**config.mk**
```make
export PLATFORM = sky130hd
export DESIGN_NAME = uart_rx_fifo_core
export DESIGN_NICKNAME = d
export VERILOG_FILES = /design/src/rtl/uart_rx_fifo_core.sv
export SDC_FILE = /design/constraint.sdc
export NUM_CORES = 1
export LEC_CHECK = 0
export ABC_AREA = 1
export BUFFER_PORTS_ARGS = -buffer_cell sky130_fd_sc_hd__buf_2
export CORE_MARGIN = 1.5
export CORE_UTILIZATION = 40
export CTS_CLUSTER_SIZE = 10
export DETAILED_ROUTE_END_ITERATION = 12
export GPL_TIMING_DRIVEN = 0
export SLEW_MARGIN = 10
export SYNTH_ARGS = -nofsm -noshare
export SYNTH_HDL_FRONTEND = slang
export SYNTH_SLANG_ARGS = --single-unit
```
**constraint.sdc**
```tcl
create_clock -name CLK -period 2.6 [get_ports CLK]
set_input_delay 0.13 -clock CLK [delete_from_list [all_inputs] [get_ports CLK]]
set_output_delay 0.13 -clock CLK [all_outputs]
set_load 0.005 [all_outputs]
```
**src/rtl/uart_rx_fifo_core.sv**
```systemverilog
// -----------------------------------------------------------------------------
// uart_rx_fifo_core
//   UART receiver with an integrated show-ahead RX FIFO. It supports a runtime
//   character format of 5..DATA_W data bits, optional parity, and 1 or 2 stop
//   bits. Each FIFO entry carries parity and framing flags. The block also
//   reports break characters, a sticky overflow and an idle timeout.
//
// Ports
//   CLK, RESET_N        system clock, asynchronous active-low reset
//   BAUD_VAL            one oversample tick every BAUD_VAL+1 CLK cycles
//   DATA_BITS           data bits per char (clamped to 5..DATA_W)
//   PARITY_EN           1 = a parity bit follows the data bits
//   ODD_N_EVEN          1 = odd parity, 0 = even parity
//   STOP2               1 = check two stop bits
//   RX                  asynchronous serial input
//   RD_EN               pop the FIFO head
//   CLR_OVERFLOW        clear OVERFLOW
//   DATA_OUT            head data, right-justified (0 when empty)
//   PERR_OUT, FERR_OUT  parity and framing flags of the head entry
//   RXRDY, FIFO_LEVEL   FIFO non-empty, number of valid entries
//   OVERFLOW            sticky: a character was dropped
//   BREAK_DET           one-CLK pulse when a break character is written
//   RX_TIMEOUT          sticky: line idle TO_BITS bit-times with data pending
//
// Read handshake: RXRDY acts as "valid" and RD_EN acts as "ready". A pop occurs
// on a rising CLK edge where both are 1. RD_EN is ignored while RXRDY is 0. The
// next entry (or all zeros when empty) appears on the cycle after the pop.
// -----------------------------------------------------------------------------
module uart_rx_fifo_core #(
   parameter int DATA_W     = 9,
   parameter int OVS        = 16,
   parameter int FIFO_DEPTH = 16,
   parameter int BAUD_W     = 13,
   parameter int TO_BITS    = 32
) (
   input  logic                          CLK,
   input  logic                          RESET_N,
   input  logic [BAUD_W-1:0]             BAUD_VAL,
   input  logic [3:0]                    DATA_BITS,
   input  logic                          PARITY_EN,
   input  logic                          ODD_N_EVEN,
   input  logic                          STOP2,
   input  logic                          RX,
   input  logic                          RD_EN,
   input  logic                          CLR_OVERFLOW,
   output logic [DATA_W-1:0]             DATA_OUT,
   output logic                          PERR_OUT,
   output logic                          FERR_OUT,
   output logic                          RXRDY,
   output logic [$clog2(FIFO_DEPTH):0]   FIFO_LEVEL,
   output logic                          OVERFLOW,
   output logic                          BREAK_DET,
   output logic                          RX_TIMEOUT
);

   localparam int AW = $clog2(FIFO_DEPTH);
   localparam int CW = $clog2(OVS);
   localparam int TW = $clog2(TO_BITS + 1);
   localparam int EW = DATA_W + 2;

   typedef enum logic [2:0] {ST_IDLE, ST_START, ST_DATA, ST_PARITY, ST_STOP} state_t;

   // ---------------- oversample tick ----------------
   logic [BAUD_W-1:0] baud_cnt;
   logic              tick;

   // ">=" gives the same result as "==" while BAUD_VAL is stable. It also avoids
   // a long wrap-around when BAUD_VAL is lowered below the running count.
   assign tick = (baud_cnt >= BAUD_VAL);

   always_ff @(posedge CLK or negedge RESET_N)
      if (!RESET_N) baud_cnt <= '0;
      else          baud_cnt <= tick ? '0 : baud_cnt + 1'b1;

   // ---------------- RX synchroniser ----------------
   logic rx_s1, rx_sync;

   always_ff @(posedge CLK or negedge RESET_N)
      if (!RESET_N) begin
         rx_s1   <= 1'b1;
         rx_sync <= 1'b1;
      end else begin
         rx_s1   <= RX;
         rx_sync <= rx_s1;
      end

   // ---------------- receive FSM ----------------
   state_t            state, state_nxt;
   logic [CW-1:0]     smp_cnt, smp_cnt_nxt;
   logic [3:0]        bit_cnt, bit_cnt_nxt;
   logic [DATA_W-1:0] shreg, shreg_nxt;
   logic              par_bit, par_bit_nxt;
   logic              ferr_acc, ferr_acc_nxt;
   logic              stop1_bad, stop1_bad_nxt;
   logic [3:0]        cfg_nbits, dbits_eff;
   logic              cfg_par, cfg_odd, cfg_stop2;
   logic              wait_high;
   logic              start_det, wr_stb, samp, half;
   logic              perr_w, ferr_w, brk_w;
   logic [EW-1:0]     wr_entry;

   always_comb begin
      dbits_eff = DATA_BITS;
      if (DATA_BITS < 4'd5)                dbits_eff = 4'd5;
      else if (DATA_BITS > 4'(DATA_W))     dbits_eff = 4'(DATA_W);
   end

   assign samp = tick && (smp_cnt == CW'(OVS - 1));
   assign half = tick && (smp_cnt == CW'(OVS / 2 - 1));

   // Entry fields include the stop sample that is taken in the current cycle.
   assign ferr_w = ferr_acc | ~rx_sync;
   assign perr_w = cfg_par & ((^shreg ^ par_bit) != cfg_odd);
   // A break has all data zero, no parity 1 and a low first stop bit. The shift
   // register already holds zero in that case, so the entry data is 0 and ferr=1.
   assign brk_w  = (shreg == '0) && !(cfg_par && par_bit) &&
                   ((bit_cnt == 4'd0) ? ~rx_sync : stop1_bad);
   assign wr_entry  = {ferr_w, perr_w, shreg};
   assign BREAK_DET = wr_stb & brk_w;

   always_comb begin
      state_nxt     = state;
      smp_cnt_nxt   = smp_cnt;
      bit_cnt_nxt   = bit_cnt;
      shreg_nxt     = shreg;
      par_bit_nxt   = par_bit;
      ferr_acc_nxt  = ferr_acc;
      stop1_bad_nxt = stop1_bad;
      start_det     = 1'b0;
      wr_stb        = 1'b0;
      case (state)
         ST_IDLE:
            // After a break the line must return high before a new start
            // bit is accepted. This stops a held-low line from producing
            // further characters.
            if (tick && !rx_sync && !wait_high) begin
               start_det     = 1'b1;
               state_nxt     = ST_START;
               smp_cnt_nxt   = '0;
               bit_cnt_nxt   = '0;
               shreg_nxt     = '0;
               par_bit_nxt   = 1'b0;
               ferr_acc_nxt  = 1'b0;
               stop1_bad_nxt = 1'b0;
            end
         ST_START:
            if (half) begin
               smp_cnt_nxt = '0;
               state_nxt   = rx_sync ? ST_IDLE : ST_DATA;
            end else if (tick) begin
               smp_cnt_nxt = smp_cnt + 1'b1;
            end
         ST_DATA:
            if (samp) begin
               smp_cnt_nxt = '0;
               shreg_nxt   = shreg | (DATA_W'(rx_sync) << bit_cnt);
               if (bit_cnt == cfg_nbits - 4'd1) begin
                  bit_cnt_nxt = '0;
                  state_nxt   = cfg_par ? ST_PARITY : ST_STOP;
               end else begin
                  bit_cnt_nxt = bit_cnt + 4'd1;
               end
            end else if (tick) begin
               smp_cnt_nxt = smp_cnt + 1'b1;
            end
         ST_PARITY:
            if (samp) begin
               smp_cnt_nxt = '0;
               par_bit_nxt = rx_sync;
               state_nxt   = ST_STOP;
            end else if (tick) begin
               smp_cnt_nxt = smp_cnt + 1'b1;
            end
         ST_STOP:
            if (samp) begin
               smp_cnt_nxt  = '0;
               ferr_acc_nxt = ferr_w;
               if (bit_cnt == 4'd0) stop1_bad_nxt = ~rx_sync;
               if (cfg_stop2 && bit_cnt == 4'd0) begin
                  bit_cnt_nxt = 4'd1;
               end else begin
                  wr_stb    = 1'b1;
                  state_nxt = ST_IDLE;
               end
            end else if (tick) begin
               smp_cnt_nxt = smp_cnt + 1'b1;
            end
         default: state_nxt = ST_IDLE;
      endcase
   end

   always_ff @(posedge CLK or negedge RESET_N)
      if (!RESET_N) begin
         state     <= ST_IDLE;
         smp_cnt   <= '0;
         bit_cnt   <= '0;
         shreg     <= '0;
         par_bit   <= 1'b0;
         ferr_acc  <= 1'b0;
         stop1_bad <= 1'b0;
         cfg_nbits <= 4'd8;
         cfg_par   <= 1'b0;
         cfg_odd   <= 1'b0;
         cfg_stop2 <= 1'b0;
         wait_high <= 1'b0;
      end else begin
         state     <= state_nxt;
         smp_cnt   <= smp_cnt_nxt;
         bit_cnt   <= bit_cnt_nxt;
         shreg     <= shreg_nxt;
         par_bit   <= par_bit_nxt;
         ferr_acc  <= ferr_acc_nxt;
         stop1_bad <= stop1_bad_nxt;
         if (start_det) begin
            cfg_nbits <= dbits_eff;
            cfg_par   <= PARITY_EN;
            cfg_odd   <= ODD_N_EVEN;
            cfg_stop2 <= STOP2;
         end
         if (wr_stb && brk_w) wait_high <= 1'b1;
         else if (rx_sync)    wait_high <= 1'b0;
      end

   // ---------------- show-ahead FIFO ----------------
   logic [EW-1:0] mem [FIFO_DEPTH];
   logic [AW-1:0] wr_ptr, rd_ptr;
   logic [AW:0]   level;
   logic          empty, full, do_rd, do_wr, drop;
   logic [EW-1:0] head;

   assign empty = (level == '0);
   assign full  = (level == (AW+1)'(FIFO_DEPTH));
   assign do_rd = RD_EN & ~empty;
   // When the FIFO is full, a write is accepted only if a pop frees a slot on the same edge.
   assign do_wr = wr_stb & (~full | do_rd);
   assign drop  = wr_stb & full & ~do_rd;

   always_ff @(posedge CLK)
      if (do_wr) mem[wr_ptr] <= wr_entry;

   always_ff @(posedge CLK or negedge RESET_N)
      if (!RESET_N) begin
         wr_ptr <= '0;
         rd_ptr <= '0;
         level  <= '0;
      end else begin
         if (do_wr) wr_ptr <= wr_ptr + 1'b1;
         if (do_rd) rd_ptr <= rd_ptr + 1'b1;
         case ({do_wr, do_rd})
            2'b10:   level <= level + 1'b1;
            2'b01:   level <= level - 1'b1;
            default: level <= level;
         endcase
      end

   assign head       = mem[rd_ptr];
   assign DATA_OUT   = empty ? '0 : head[DATA_W-1:0];
   assign PERR_OUT   = ~empty & head[DATA_W];
   assign FERR_OUT   = ~empty & head[DATA_W+1];
   assign RXRDY      = ~empty;
   assign FIFO_LEVEL = level;

   // ---------------- overflow and idle timeout ----------------
   logic [CW-1:0] to_sub;
   logic [TW-1:0] to_bits;
   logic          to_clr;

   assign to_clr = RD_EN | start_det | empty;

   always_ff @(posedge CLK or negedge RESET_N)
      if (!RESET_N) begin
         OVERFLOW   <= 1'b0;
         RX_TIMEOUT <= 1'b0;
         to_sub     <= '0;
         to_bits    <= '0;
      end else begin
         if (drop)              OVERFLOW <= 1'b1;
         else if (CLR_OVERFLOW) OVERFLOW <= 1'b0;

         if (to_clr) begin
            to_sub  <= '0;
            to_bits <= '0;
         end else if (state == ST_IDLE && tick) begin
            if (to_sub == CW'(OVS - 1)) begin
               to_sub <= '0;
               if (to_bits != TW'(TO_BITS)) to_bits <= to_bits + 1'b1;
            end else begin
               to_sub <= to_sub + 1'b1;
            end
         end

         if (RD_EN || start_det)          RX_TIMEOUT <= 1'b0;
         else if (to_bits == TW'(TO_BITS)) RX_TIMEOUT <= 1'b1;
      end

endmodule
```
==> flow_summary_export.csv, run 1 <==
group,metric,value,unit
synth,ys_warn_count,0,
synth,synth_top_cell_by_area,"edfxtp_1",
worst_setup_path,r2r-start,"shreg[5]$_DFFE_PN0P_",
clock_network,cts_buffer_depth,3,
drt,avgViaCountPerCell,5.21,
floorplanning,die_area,29000,um^2
worst_setup_path,required,2470,ps
final_layout,fin_nets,1215,
synth,syn_nets,1097,
floorplanning,ios,45,
sta,period_share,97.4,%
synth,seq_area_frac_synth,63.1,%
drt,dr.pass1.iters,5,
final_layout,final_area,13700,um^2
worst_setup_path,cp_num_buf_inv,3,
drt,drt-initial-drc-count,621,
worst_setup_path,crit_family,"compound AO/OA/AOI/OAI gates",
worst_setup_path,critPathSlowestCell,"dfrtp_2",
worst_setup_path,worstPathCellList,"inv_4, clkbuf_4, o21ai_0, o22ai_1, nor2_1, nor2_1, o21ai_0, a21oi_1, buf_2",
synth,synthTopCellsByArea,"edfxtp_1 47%, dfrtp_1 15%, nor2_1 5.4%",
sta,finalClockSkew,15.6,ps
floorplanning,rows,61,
drt,routed_wl,28200,um
final_layout,final_layout_size_suffix_gt1_share,20.5,%
place,placed_cell_area,11900,um^2
synth,syn_area,11200,um^2
floorplanning,die_y,170,um
floorplanning,initial_core_util,40.4,%
flow_run,drv_cap,0,
pwr,vdd_drop_max,0.603,mV
hold_path,hp-class,"in -> async",
floorplanning,die_w,170,um
worst_setup_path,ff2ff_path_depth,6,
grt,grt.overflow.total,0,
synth,synthDistinctLibCells,45,
grt,grt_use_total,19.9,%
worst_setup_path,rr_endpoint,"mem[13][9]$_DFFE_PP_",
sta,fmaxAchievable,0.395,GHz
clock_network,cts_root_buffer,"clkbuf_16",
final_layout,final_core_util,49.5,%
pwr,total_leakage_power,0.00535,uW
sta,period_needed,2530,ps
worst_setup_path,arrival,2400,ps
worst_setup_path,path_class,"reg -> out",
drt,num_vias,8116,
worst_setup_path,start_kind,"flop",
clock_network,cts_tree,"yes",
sta,report.final.hold_viol_count,0,
clock_network,htreeDepth,1,
grt,grt_max_degree,45,
status,outcome,"completed",
place,portBuffers,44,
sta,relSlewSlack,44.1,%
synth,synth_top_area_share,47.2,%
clock_network,clock_latency,550,ps
worst_setup_path,rrSetupSlack,160,ps
final_layout,area_delta_synth_final,22.4,%
synth,syn_inst,1040,
pwr,finalPower,14700,uW
sta,grt_setup_unrepaired,"true",
synth,synth.avg_cell_area,10.8,um^2
clock_network,clock-sinks,247,
sta,setup_viol,0,
grt,antenna_found_initial,0,
drt,routedWlPerCell,18.1,um
grt,grt_first_pass_wirelength,44200,um
clock_network,clkTransAtPathRegs,60,ps
sta,tightest_slew,839,ps
final_layout,fill_cells,2429,
final_layout,insertedDiodeCount,0,
worst_setup_path,end_kind,"output pin",
worst_setup_path,crit_fanout,11,
place,hpwl,18000,um
drt,route.detailed.drc,0,
sta,slew_viol_final,0,
synth,ys_seq_elements,247,
clock_network,cts_made_buffers,29,
drt,ant_nets,0,
pwr,p_per_area,1070,nW/um^2
sta,holdWs,61.0,ps
place,finalWeightedCongestion,0.828,
grt,grt_pass1_vias,7887,
sta,fin_tns_setup,0,ps
floorplanning,core,27700,um^2
worst_setup_path,max_stage_delay,520,ps
[metrics by stage]
step / std cells / setup slack, ps
final: 1559 / 68.5
after global placement: 1462 / -827
after CTS: 1551 / 12.7
after detailed placement: 1463 / -883
after floorplan: 1040 / 8.39
after global routing: 1559 / -72.4
[logic make-up (layout without fill, tap and decap cells)]
| kind of cell | count (synthesis) | count (layout) | synth area share (%) |
|---|---|---|---|
| and+or+nand+nor | 373 | 373 | 14.7 |
| DFF | 247 | 247 | 63.1 |
| AOI/OAI and AO/OA | 226 | 226 | 12.0 |
| buffers and inverters | 137 | 278 | 4.70 |
| adders and majority gates | 32 | 32 | 3.57 |
| xor gates and xnor gates | 25 | 25 | 1.95 |
[where the power goes]
group	switching [uW]	internal (uW)	leakage (uW)
Clock	1530	2140	0.000405
Combinational	3390	1810	0.00250
Sequential	714	5070	0.00244
[metal layers]
metal	global-route usage [%]	up-vias	wire length, um
li1	-	3888	-
met1	27.3	3946	12500
met2	33.3	244	13400
met3	2.72	38	1610
met4	5.39	0	672
met5	0	-	0
[flip-flops by register name, indices dropped and copies added (netlist names), 3 cells and up]
| name | cells |
|---|---|
| FIFO_LEVEL | 5 |
| baud_cnt | 13 |
| bit_cnt | 4 |
| cfg_nbits | 4 |
| mem | 176 |
| rd_ptr | 4 |
| shreg | 9 |
| smp_cnt | 4 |
| state | 3 |
| to_bits | 6 |
| to_sub | 4 |
| wr_ptr | 4 |
[cell usage in the layout (no fill, tap or decap), types with 13 or more instances in the layout]
cell type,instances
o21ai_0,114
xor2_1,16
edfxtp_1,176
ha_1,26
buf_4,20
dfrtp_1,56
nor2_4,19
o221ai_1,29
nand3_1,49
a21oi_1,33
nand2_1,105
inv_1,85
nor2_1,144
clkbuf_2,18
clkbuf_1,25
buf_2,47
clkbuf_16,29
buf_12,13
[worst max-delay path by stage]
| stage | from | endpoint | cells after the start |
|---|---|---|---|
| floorplan | baud_cnt[12]$_DFF_PN0_ | mem[15][0]$_DFFE_PP_ | 13 |
| global placement | baud_cnt[12]$_DFF_PN0_ | mem[6][5]$_DFFE_PP_ | 13 |
| detailed placement | baud_cnt[12]$_DFF_PN0_ | mem[6][2]$_DFFE_PP_ | 13 |
| CTS | rd_ptr[0]$_DFFE_PN0P_ | DATA_OUT[0] | 10 |
| global route | baud_cnt[4]$_DFF_PN0_ | FIFO_LEVEL[4]$_DFFE_PN0P_ | 21 |
| finish | rd_ptr[1]$_DFFE_PN0P_ | DATA_OUT[7] | 9 |
[layout make-up]
type | count | area (um^2) | area share, %
sequential | 247 | 7080 | 51.6
multi-input combinational | 656 | 3930 | 28.6
clock buffer | 52 | 832 | 6.07
timing repair buffer | 88 | 769 | 5.61
tap | 378 | 473 | 3.45
inverter | 98 | 380 | 2.77
buffer | 38 | 230 | 1.68
clock inverter | 2 | 17.5 | 0.128
[what timing repair did]
item,in CTS,in global routing
buffers inserted,23,8
endpoints found under the hold margin,79,0
cloned,0,0
setup endpoints to repair,204,219
pin swaps,16,7
gates resized for setup,90,58
hold buffers,12,0
[synth_stat cells, drive strengths merged]
library cell  count
o21bai            3
nand2           119
dfrtp            68
o22ai            17
clkinv            1
a22oi             1
clkbuf           35
and2              1
ha               32
and3              2
o211ai            1
a21oi            35
xor2             16
nor4              3
o31ai             4
edfxtp          176
o21a              1
o221ai           31
buf               4
dfstp             3
nor3             13
a31oi             4
nor2            170
nor3b             1
inv              97
xnor2             9
o21ai           127
nand3            57
nand4             7
a211oi            2
(Power assumes the default switching activity.)
==> run 2, diff against run 1 <==
--- a/config.mk
+++ b/config.mk
@@ -8,10 +8,12 @@
 export ABC_AREA = 1
 export BUFFER_PORTS_ARGS = -buffer_cell sky130_fd_sc_hd__buf_2
 export CORE_MARGIN = 1.5
-export CORE_UTILIZATION = 40
+export CORE_UTILIZATION = 56
+export CTS_BUF_LIST = sky130_fd_sc_hd__clkbuf_16
 export CTS_CLUSTER_SIZE = 10
 export DETAILED_ROUTE_END_ITERATION = 12
 export GPL_TIMING_DRIVEN = 0
+export PLACE_DENSITY = 0.76
 export SLEW_MARGIN = 10
 export SYNTH_ARGS = -nofsm -noshare
 export SYNTH_HDL_FRONTEND = slang
==> run 2 against run 1 <==
Compared with the run above: non-clock buffer count is 8 higher; cell count is 6.8% lower; routed wire length is 3.6% higher; the flow now finishes with violations (setup timing); global-route usage is 7.9 points higher; worst setup slack worse by 120 ps; sequential share of layout area is 0.45 points higher; sequential power hardly changed; final area is 0.88% lower; first-iteration DRC count is 46% higher; critical path type unchanged; utilization is 20 points higher.
==> flow_summary_export.csv, run 2 (same netlist as run 1, synthesis figures left out) <==
group,metric,value,unit
place,portBuffers,44,
pwr,vdd_drop_max,0.617,mV
worst_setup_path,path_class,"reg -> out",
drt,route.detailed.drc,0,
drt,num_vias,8604,
place,placed_cell_area,11800,um^2
grt,antenna_found_initial,0,
worst_setup_path,start_kind,"flop",
sta,finalClockSkew,16.9,ps
final_layout,fin_nets,1223,
drt,dr.pass1.iters,6,
floorplanning,die_area,20900,um^2
sta,fmaxAchievable,0.377,GHz
clock_network,cts_made_buffers,29,
drt,routedWlPerCell,20.1,um
floorplanning,die_y,144,um
sta,fin_ws,-53.6,ps
floorplanning,rows,51,
sta,holdWs,103,ps
floorplanning,ios,45,
floorplanning,initial_core_util,57.4,%
drt,drt-initial-drc-count,904,
sta,relSlewSlack,39.2,%
drt,wl_met2,13800,um
sta,setup_viol,1,
final_layout,largest_reg_flops,176,
clock_network,htreeDepth,1,
sta,slew_viol_final,0,
pwr,p_per_area,1080,nW/um^2
clock_network,cts_root_buffer,"clkbuf_16",
grt,grt_use_total,27.9,%
floorplanning,core,19500,um^2
clock_network,clkTransAtPathRegs,60,ps
final_layout,insertedDiodeCount,0,
grt,grt_first_pass_wirelength,43700,um
floorplanning,die_w,144,um
worst_setup_path,arrival,2520,ps
status,violations,"setup timing",
status,outcome,"finished, violations left",
worst_setup_path,cp_num_buf_inv,4,
final_layout,top_regs,"mem x176, baud_cnt x13, shreg x9",
drt,highest_layer,"met4",
flow_run,drv_cap,0,
pwr,total_leakage_power,0.00547,uW
grt,grt.overflow.total,0,
worst_setup_path,worstPathCellList,"buf_6, inv_6, buf_6, nor2_1, o22ai_2, nor2_1, nor2_1, o21ai_0, a21oi_1, buf_2",
drt,routed_wl,29300,um
drt,met1Wirelength,11200,um
worst_setup_path,crit_fanout,10,
place,hpwl,16800,um
final_layout,area_delta_synth_final,21.3,%
final_layout,final_area,13600,um^2
worst_setup_path,max_stage_delay,410,ps
worst_setup_path,crit_family,"compound AO/OA/AOI/OAI gates",
clock_network,cts_buffer_depth,3,
drt,avgViaCountPerCell,5.92,
sta,period_share,102,%
final_layout,final_layout_size_suffix_gt1_share,20.6,%
worst_setup_path,required,2470,ps
final_layout,final_common_cell,"edfxtp_1",
sta,fin_tns_setup,-53.6,ps
drt,wl_met3,2490,um
sta,tightest_slew,913,ps
grt,grt_pass1_vias,8338,
hold_path,hp-class,"in -> async",
sta,report.final.hold_viol_count,0,
worst_setup_path,end_kind,"output pin",
place,finalWeightedCongestion,0.902,
pwr,finalPower,14700,uW
final_layout,final_cell_mix,"176 x edfxtp_1, 144 x nor2_1, 110 x o21ai_0",
worst_setup_path,critPathSlowestCell,"dfrtp_1",
worst_setup_path,cpMostUsedCell,"nor2_1",
clock_network,clock-sinks,247,
sta,period_needed,2650,ps
clock_network,clock_latency,530,ps
final_layout,top_register,"mem",
grt,grt_max_degree,40,
clock_network,cts_tree,"yes",
drt,ant_nets,0,
run 2: cell count changes in the layout (fill, tap and decap cells not counted), moves of 3 or more:
cell      delta
clkbuf_4     -3
buf_12       +3
o21ai_0      -4
clkbuf_2     +3
buf_4        +4
clkbuf_1    -18
inv_1       +22
run 2: layer usage:
layer | vias up | track usage (%)
li1 | 3904 | -
met4 | 0 | 15.8
met5 | - | 0
met1 | 4109 | 35.4
met3 | 126 | 5.76
met2 | 465 | 44.7
run 2: repair_timing:
| action | CTS | global route |
|---|---|---|
| setup buffers | 26 | 13 |
| resized for setup | 75 | 68 |
| gates cloned | 0 | 0 |
| endpoints found under the hold margin | 79 | 0 |
| hold buffers | 12 | 0 |
| pin swaps | 16 | 14 |
| setup endpoints to repair | 204 | 213 |
run 2: area by class of cell:
type / instances / area [um^2]
Inverter: 98 / 380
Fill cell: 1326 / 5940
Clock inverter: 24 / 95.1
Buffer: 38 / 220
Sequential cell: 247 / 7080
Clock buffer: 29 / 726
Timing Repair Buffer: 96 / 841
Tap cell: 265 / 332
Multi-Input combinational cell: 656 / 3920
run 2: final timing paths:
kind | from | end | slack, ps | cells past startpoint
min in group CLK | RX | rx_s1$_DFF_PN1_ | 250 | 2
worst min-delay path | RESET_N | smp_cnt[2]$_DFFE_PN0P_ | 100 | 2
max in group asynchronous | RESET_N | rx_sync$_DFF_PN1_ | 1880 | 3
worst max register to register | shreg[4]$_DFFE_PN0P_ | mem[0][9]$_DFFE_PP_ | 120 | 6
worst min register to register | rx_s1$_DFF_PN1_ | rx_sync$_DFF_PN1_ | 360 | 0
worst max-delay path | rd_ptr[0]$_DFFE_PN0P_ | DATA_OUT[0] | -50 | 10
run 2: worst register-to-register path: stages, from the launching register on:
cell	delay, ps
dfrtp_2	610
inv_1	120
ha_1	330
xnor2_1	150
xnor2_1	340
o21ai_0	210
a21oi_4	460
run 2: power breakdown:
part | total, uW | internal [uW] | leakage [uW] | switching, uW
Sequential | 5750 | 5070 | 0.00244 | 683
Clock | 3480 | 1990 | 0.000480 | 1490
Combinational | 5450 | 1860 | 0.00254 | 3590
run 2: metrics by stage:
stage / worst slack [ps] / utilization [%] / instances
5_1_grt: -76.0 / 69.6 / 1453
3_3_place_gp: -743 / 60.2 / 1349
6_report: -53.6 / 69.6 / 1453
4_1_cts: -12.2 / 68.2 / 1440
3_5_place_dp: -807 / 60.3 / 1350
2_1_floorplan: 8.39 / - / 1040
